===== config.mk =====
export PLATFORM = sky130hd
export DESIGN_NAME = pattern_burst_writer_flat
export DESIGN_NICKNAME = d
export VERILOG_FILES = /design/src/rtl/pattern_pkg.sv /design/src/rtl/pattern_burst_writer_if.sv /design/src/rtl/key_debounce.sv /design/src/rtl/pattern_burst_writer.sv /design/src/flat_wrapper.sv
export SDC_FILE = /design/constraint.sdc
export NUM_CORES = 1
export LEC_CHECK = 0
export CAP_MARGIN = 20
export CORE_ASPECT_RATIO = 0.6
export CORE_MARGIN = 4
export CORE_UTILIZATION = 52
export DETAILED_ROUTE_END_ITERATION = 8
export PLACE_DENSITY = 0.8
export SYNTH_ARGS = -nofsm -noshare
export SYNTH_HDL_FRONTEND = slang
export SYNTH_SLANG_ARGS = --single-unit

===== constraint.sdc =====
create_clock -name clk -period 2.9 [get_ports clk]
set_input_delay 0.29 -clock clk [delete_from_list [all_inputs] [get_ports clk]]
set_output_delay 0.29 -clock clk [all_outputs]
set_load 0.03 [all_outputs]

===== src/rtl/pattern_pkg.sv =====
// -----------------------------------------------------------------------------
// pattern_pkg
// Shared definitions for the pattern burst writer slice.
//   PAT_*   : values of the 2-bit mode input (constant, increment,
//             checkerboard, walking one)
//   state_t : burst state machine encoding (IDLE, RUN, DONE)
// -----------------------------------------------------------------------------
package pattern_pkg;

    localparam logic [1:0] PAT_CONST   = 2'd0;
    localparam logic [1:0] PAT_INC     = 2'd1;
    localparam logic [1:0] PAT_CHECKER = 2'd2;
    localparam logic [1:0] PAT_WALK1   = 2'd3;

    typedef enum logic [1:0] {
        ST_IDLE = 2'd0,
        ST_RUN  = 2'd1,
        ST_DONE = 2'd2
    } state_t;

endpackage


===== src/rtl/pattern_burst_writer_if.sv =====
// -----------------------------------------------------------------------------
// pattern_burst_writer_if
// Write-FIFO port between the pattern writer (master) and the SDRAM write
// FIFO (slave).
//   fifo_wr_clk  : write clock, master -> slave
//   fifo_wr_en   : write strobe, master -> slave
//   fifo_wr_data : write word, master -> slave
//   fifo_full    : FIFO full, slave -> master
// Handshake: fifo_wr_en is already qualified by ~fifo_full, so it acts as
// valid & ready combined. A word transfers at every rising fifo_wr_clk edge
// where fifo_wr_en is 1; fifo_wr_data holds its value until that edge.
// -----------------------------------------------------------------------------
interface pattern_burst_writer_if #(
    parameter int DW = 16
);

    logic          fifo_wr_clk;
    logic          fifo_wr_en;
    logic [DW-1:0] fifo_wr_data;
    logic          fifo_full;

    modport master (
        output fifo_wr_clk,
        output fifo_wr_en,
        output fifo_wr_data,
        input  fifo_full
    );

    modport slave (
        input  fifo_wr_clk,
        input  fifo_wr_en,
        input  fifo_wr_data,
        output fifo_full
    );

endinterface


===== src/rtl/key_debounce.sv =====
// -----------------------------------------------------------------------------
// key_debounce
// Synchronises the raw active-low push button and accepts a level change
// only after DEBOUNCE_CYC consecutive samples that differ from the
// accepted level.
//   clk, rst_n : system clock, asynchronous active-low reset
//   i_key      : raw key, asynchronous to clk
//   o_key_db   : debounced key level (1 = released)
//   o_press    : one-cycle pulse at the edge where o_key_db goes 1 -> 0
// -----------------------------------------------------------------------------
module key_debounce #(
    parameter int DEBOUNCE_CYC = 1000
) (
    input  logic clk,
    input  logic rst_n,
    input  logic i_key,
    output logic o_key_db,
    output logic o_press
);

    localparam int            CW    = (DEBOUNCE_CYC > 1) ? $clog2(DEBOUNCE_CYC) : 1;
    localparam logic [CW-1:0] LIMIT = CW'(DEBOUNCE_CYC - 1);

    logic          r_sync1;
    logic          r_sync2;
    logic          r_key_db;
    logic [CW-1:0] r_cnt;
    logic          w_differ;
    logic          w_update;

    assign w_differ = (r_sync2 != r_key_db);
    assign w_update = w_differ && (r_cnt == LIMIT);

    // Reset to 1 everywhere so a released key produces no spurious press.
    always_ff @(posedge clk or negedge rst_n) begin
        if (!rst_n) begin
            r_sync1  <= 1'b1;
            r_sync2  <= 1'b1;
            r_key_db <= 1'b1;
            r_cnt    <= '0;
        end else begin
            r_sync1 <= i_key;
            r_sync2 <= r_sync1;
            if (!w_differ) begin
                r_cnt <= '0;
            end else if (w_update) begin
                r_key_db <= r_sync2;
                r_cnt    <= '0;
            end else begin
                r_cnt <= r_cnt + 1'b1;
            end
        end
    end

    assign o_key_db = r_key_db;
    assign o_press  = w_update & r_key_db & ~r_sync2;

endmodule


===== src/rtl/pattern_burst_writer.sv =====
// -----------------------------------------------------------------------------
// pattern_burst_writer
// On a debounced key press, writes one burst of BURST_LEN pattern words into
// the SDRAM write FIFO, stalling while the FIFO is full.
//   clk, rst_n      : system clock, asynchronous active-low reset
//   i_key           : raw push button, active-low
//   i_mode          : pattern select, latched at burst start
//   o_busy          : burst in progress (state RUN)
//   o_done          : one-cycle pulse after the last word is accepted
//   o_words_written : words accepted in the current or most recent burst
//   o_key_db        : debounced key level
//   o_state         : current state, for observation
//   fifo            : write-FIFO interface (master side)
// -----------------------------------------------------------------------------
module pattern_burst_writer
    import pattern_pkg::*;
#(
    parameter int          DW            = 16,
    parameter int          BURST_LEN     = 8,
    parameter int          DEBOUNCE_CYC  = 1000,
    parameter logic [15:0] CONST_PATTERN = 16'hF81F,
    parameter logic [DW-1:0] SEED        = '0
) (
    input  logic                             clk,
    input  logic                             rst_n,
    input  logic                             i_key,
    input  logic [1:0]                       i_mode,
    output logic                             o_busy,
    output logic                             o_done,
    output logic [$clog2(BURST_LEN+1)-1:0]   o_words_written,
    output logic                             o_key_db,
    output state_t                           o_state,
    pattern_burst_writer_if.master           fifo
);

    localparam int            WW   = $clog2(BURST_LEN + 1);
    localparam logic [WW-1:0] LAST = WW'(BURST_LEN - 1);

    state_t        r_state;
    logic [1:0]    r_mode;
    logic [WW-1:0] r_words;    // doubles as the word index within the burst
    logic [DW-1:0] r_data;
    logic          w_press;
    logic          w_wr_en;

    key_debounce #(
        .DEBOUNCE_CYC (DEBOUNCE_CYC)
    ) u_key_debounce (
        .clk      (clk),
        .rst_n    (rst_n),
        .i_key    (i_key),
        .o_key_db (o_key_db),
        .o_press  (w_press)
    );

    // Word i of the burst for pattern mode m; arithmetic wraps at 2^DW.
    function automatic logic [DW-1:0] f_pattern(input logic [1:0] m, input logic [WW-1:0] i);
        logic [DW-1:0] w;
        w = '0;
        case (m)
            PAT_CONST:   w = DW'(CONST_PATTERN);
            PAT_INC:     w = SEED + DW'(i);
            // MSB is 1 on even words, bits alternate below it.
            PAT_CHECKER: for (int b = 0; b < DW; b++) w[b] = (((DW - 1 - b) % 2) == 0) ^ i[0];
            PAT_WALK1:   w = DW'(1) << (int'(i) % DW);
            default:     w = '0;
        endcase
        return w;
    endfunction

    assign w_wr_en = (r_state == ST_RUN) & ~fifo.fifo_full;

    always_ff @(posedge clk or negedge rst_n) begin
        if (!rst_n) begin
            r_state <= ST_IDLE;
            r_mode  <= PAT_CONST;
            r_words <= '0;
            r_data  <= '0;
        end else begin
            case (r_state)
                ST_IDLE: begin
                    if (w_press) begin
                        r_state <= ST_RUN;
                        r_mode  <= i_mode;
                        r_words <= '0;
                        r_data  <= f_pattern(i_mode, '0);
                    end
                end
                ST_RUN: begin
                    // Next word is prepared as the current one is accepted,
                    // so data only moves on acceptance and holds during stalls.
                    if (w_wr_en) begin
                        r_words <= r_words + 1'b1;
                        r_data  <= f_pattern(r_mode, r_words + 1'b1);
                        if (r_words == LAST) begin
                            r_state <= ST_DONE;
                        end
                    end
                end
                ST_DONE: r_state <= ST_IDLE;
                default: r_state <= ST_IDLE;
            endcase
        end
    end

    assign o_busy            = (r_state == ST_RUN);
    assign o_done            = (r_state == ST_DONE);
    assign o_words_written   = r_words;
    assign o_state           = r_state;
    assign fifo.fifo_wr_clk  = clk;
    assign fifo.fifo_wr_en   = w_wr_en;
    assign fifo.fifo_wr_data = r_data;

endmodule


===== src/flat_wrapper.sv =====
// flat-port wrapper written by rule: the top's interface ports become plain ports
module pattern_burst_writer_flat import pattern_pkg::*;
#(
    parameter int          DW            = 16,
    parameter int          BURST_LEN     = 8,
    parameter int          DEBOUNCE_CYC  = 1000,
    parameter logic [15:0] CONST_PATTERN = 16'hF81F,
    parameter logic [DW-1:0] SEED        = '0
)
  (clk, rst_n, i_key, i_mode, o_busy, o_done, o_words_written, o_key_db, o_state, fifo_fifo_wr_clk, fifo_fifo_wr_en, fifo_fifo_wr_data, fifo_fifo_full);
  pattern_burst_writer_if #(.DW(DW)) fifo_i ();
  input  logic clk;
  input  logic rst_n;
  input  logic i_key;
  input  logic [1:0] i_mode;
  output logic o_busy;
  output logic o_done;
  output logic [$clog2(BURST_LEN+1)-1:0] o_words_written;
  output logic o_key_db;
  output state_t o_state;
  output wire logic [$bits(fifo_i.fifo_wr_clk)-1:0] fifo_fifo_wr_clk;
  output wire logic [$bits(fifo_i.fifo_wr_en)-1:0] fifo_fifo_wr_en;
  output wire logic [$bits(fifo_i.fifo_wr_data)-1:0] fifo_fifo_wr_data;
  input wire logic [$bits(fifo_i.fifo_full)-1:0] fifo_fifo_full;
  assign fifo_fifo_wr_clk = fifo_i.fifo_wr_clk;
  assign fifo_fifo_wr_en = fifo_i.fifo_wr_en;
  assign fifo_fifo_wr_data = fifo_i.fifo_wr_data;
  assign fifo_i.fifo_full = fifo_fifo_full;
  pattern_burst_writer #(.DW(DW), .BURST_LEN(BURST_LEN), .DEBOUNCE_CYC(DEBOUNCE_CYC), .CONST_PATTERN(CONST_PATTERN), .SEED(SEED)) u_core (.clk(clk), .rst_n(rst_n), .i_key(i_key), .i_mode(i_mode), .o_busy(o_busy), .o_done(o_done), .o_words_written(o_words_written), .o_key_db(o_key_db), .o_state(o_state), .fifo(fifo_i));
endmodule

==> out/results.ini <==
[clock_network]
cts_tree=yes
hold_buffers=0
clkTransAtPathRegs_ns=0.08
postCtsSetupBuffers=0
clk_latency_ns=0.40
cts_resized=0

[synthesis]
ys_seq_area_frac=0.479
yosysUniqueCellTypes=45
ys_warn_count=0
synthesis.area_mm2=0.00194
ys_ff_latch=37
synth_nets=216
synthesis.instances=202
synth_ff_type=dfrtp_1
synth_async_sr_flop_share=1.00
avgSynthCellArea_um2=9.61
synth-edff-count=0

[final_layout]
fin_cells=284
n_antenna_cell=0
final_cell_mix=dfrtp_1 (34), clkdlybuf4s50_1 (31), nor2_1 (26)
final_nets=252
multiInputGateArea_um2=932
synthToLayoutAreaGrowth_pct=24.1
fin_area_mm2=0.00241
layout-drive-gt1-share=0.0962
layout.area.seq_um2=930
layout_commonest_cell=dfrtp_1
fillers=265

[route]
postRouteAntennaNets=0
drtIter0Drc=187
viasPerCell=5.75
drc_errors=0
wl_per_cell_um=16.1
routed_wl_um=4590
vias=1632
dr.pass1.iters=4

[floorplanning]
start_util=0.567
die_y_um=55.3
boundaryPins=33
die_x_um=86.9
num_rows=16
coreArea_mm2=0.00342
dieArea_mm2=0.00481

[timing]
layout_setup_ws_ns=0.346
hold_viol=34
fin_crit_ns=2.55
timing.hold.ws_ns=-0.0263
clock.fmax_mhz=392
maxSlewViolCount=0
worst_slew_pin_slew_ns=0.800
finalCritPeriodShare=0.881
finalSetupTns_ns=0
clock_skew_ns=0.00622
rsz0062_at_grt=no
setup_viol=0
max_slew_margin=0.466

[run_status]
violations=hold timing
status=finished with violations

[placed_design]
gp_congestion=0.908
place_ws_ns=0.371
placed_cell_area_mm2=0.00229
placed_cells=273
dp_hpwl_um=3320
portBuffers=32

[grt]
grt_max_degree=38
grt-ovfl-total=0
grt_use_total=0.210
grt_pass1_wl_um=7720
antenna_found_initial=0
grt_pass1_vias=1564

[pwr]
finalPower_uw=2440
power_density_mw_per_mm2=1010
vdd_ir_drop_max_mv=0.783
power.leakage_uw=0.00105

[setup_path]
cp_max_fo=16
cpMaxStageDelayCell=or4_1
crit_required_ns=3.19
crit_family=simple AND/OR/NAND/NOR gates
cp-end-kind=flop
critical_path.cell_chain=ha_1, or3b_1, or4_1, o21ai_4, buf_4, o211ai_1, o21a_1
worstSetupPathType=flop to flop
worstPathArrival_ns=2.84
max_stage_delay_ns=0.63
cp_num_buf_inv=1
cp-start-kind=flop

[run]
max-cap-violations=0

[worst_hold_path]
hold_path_class=input port to asynchronous set/reset pin

cell families after synthesis:
logic type	Yosys count	share of synthesized area
AOI/OAI and AO/OA	42	0.149
xor gates and xnor gates	12	0.0541
adders and majority gates	8	0.0515
buffers and inverters	17	0.0412
DFF	37	0.479
muxes	3	0.0168
and+or+nand+nor	83	0.208
worst reg2reg max path, cell delays in order (launching register included):
cell and delay [ns]:
dfrtp_1 0.40, ha_1 0.25, or3b_1 0.40, or4_1 0.63
o21ai_4 0.24, buf_4 0.27, o211ai_1 0.12, o21a_1 0.15
power by group:
part	switching (uW)	internal, uW	leakage [uW]
Sequential	121	656	0.000453
Combinational	677	472	0.000526
Clock	235	278	0.0000704
registers in the layout (all words and copies together) (netlist names):
| register | count |
|---|---|
| u_core.fifo.fifo_wr_data | 16 |
| u_core.o_state | 2 |
| u_core.o_words_written | 4 |
| u_core.r_mode | 2 |
| u_core.u_key_debounce.o_key_db | 1 |
| u_core.u_key_debounce.r_cnt | 10 |
| u_core.u_key_debounce.r_sync1 | 1 |
| u_core.u_key_debounce.r_sync2 | 1 |
cell type report:
cell class | count | share of cell area
multi-input combinational | 148 | 0.387
clock buffer | 10 | 0.0514
clock inverter | 2 | 0.00415
inverter | 8 | 0.0125
timing repair buffer | 34 | 0.136
tap | 45 | 0.0234
sequential | 37 | 0.386
per-stage QoR:
| stage | hold slack (ns) | utilization |
|---|---|---|
| 4_1_cts | 0.00812 | 0.704 |
| 6_report | -0.0263 | 0.704 |
| 5_1_grt | 0.0417 | 0.704 |
| 2_1_floorplan | -0.00559 | - |
| 3_3_place_gp | 0.346 | 0.668 |
| 3_5_place_dp | 0.348 | 0.668 |
routing by layer:
layer  global-route usage  vias up  share of wire
met5                    0        -              0
met1                0.324      766           0.50
li1                     -      782              -
met2                0.246       72           0.41
met3               0.0832       12          0.078
met4               0.0956        0          0.016
synthesized netlist by cell type, types with 2 or more instances:
cell      count  area share
a21oi_1       6       0.015
a31oi_1       2      0.0064
and3_1        4       0.013
buf_4         2      0.0077
clkbuf_1      4      0.0077
dfrtp_1      34        0.44
dfstp_2       3       0.041
ha_1          8       0.052
inv_1         7       0.014
mux2_2        2       0.012
nand2_1      20       0.039
nand3_1      15       0.039
nor2_1       26       0.050
nor3_1        2      0.0052
o211ai_1      3       0.012
o21a_1        3       0.012
o21ai_0      12       0.031
o22a_1        8       0.036
or3_1         4       0.013
or4_1         2      0.0077
xnor2_1       7       0.032
xor2_1        5       0.023
final timing paths:
path | from | to | slack, ns | cells after the start
min | rst_n | u_core.u_key_debounce.r_cnt[0] | -0.03 | 1
max in group asynchronous | rst_n | u_core.fifo.fifo_wr_data[8] | 2.42 | 1
max reg2reg | u_core.u_key_debounce.r_cnt[0] | u_core.fifo.fifo_wr_data[4] | 0.35 | 7
max | u_core.u_key_debounce.r_cnt[0] | u_core.fifo.fifo_wr_data[4] | 0.35 | 7
min in group clk | i_key | u_core.u_key_debounce.r_sync1 | 0.30 | 1
min reg2reg | u_core.u_key_debounce.r_sync1 | u_core.u_key_debounce.r_sync2 | 0.36 | 0
(Power assumes the default switching activity.)
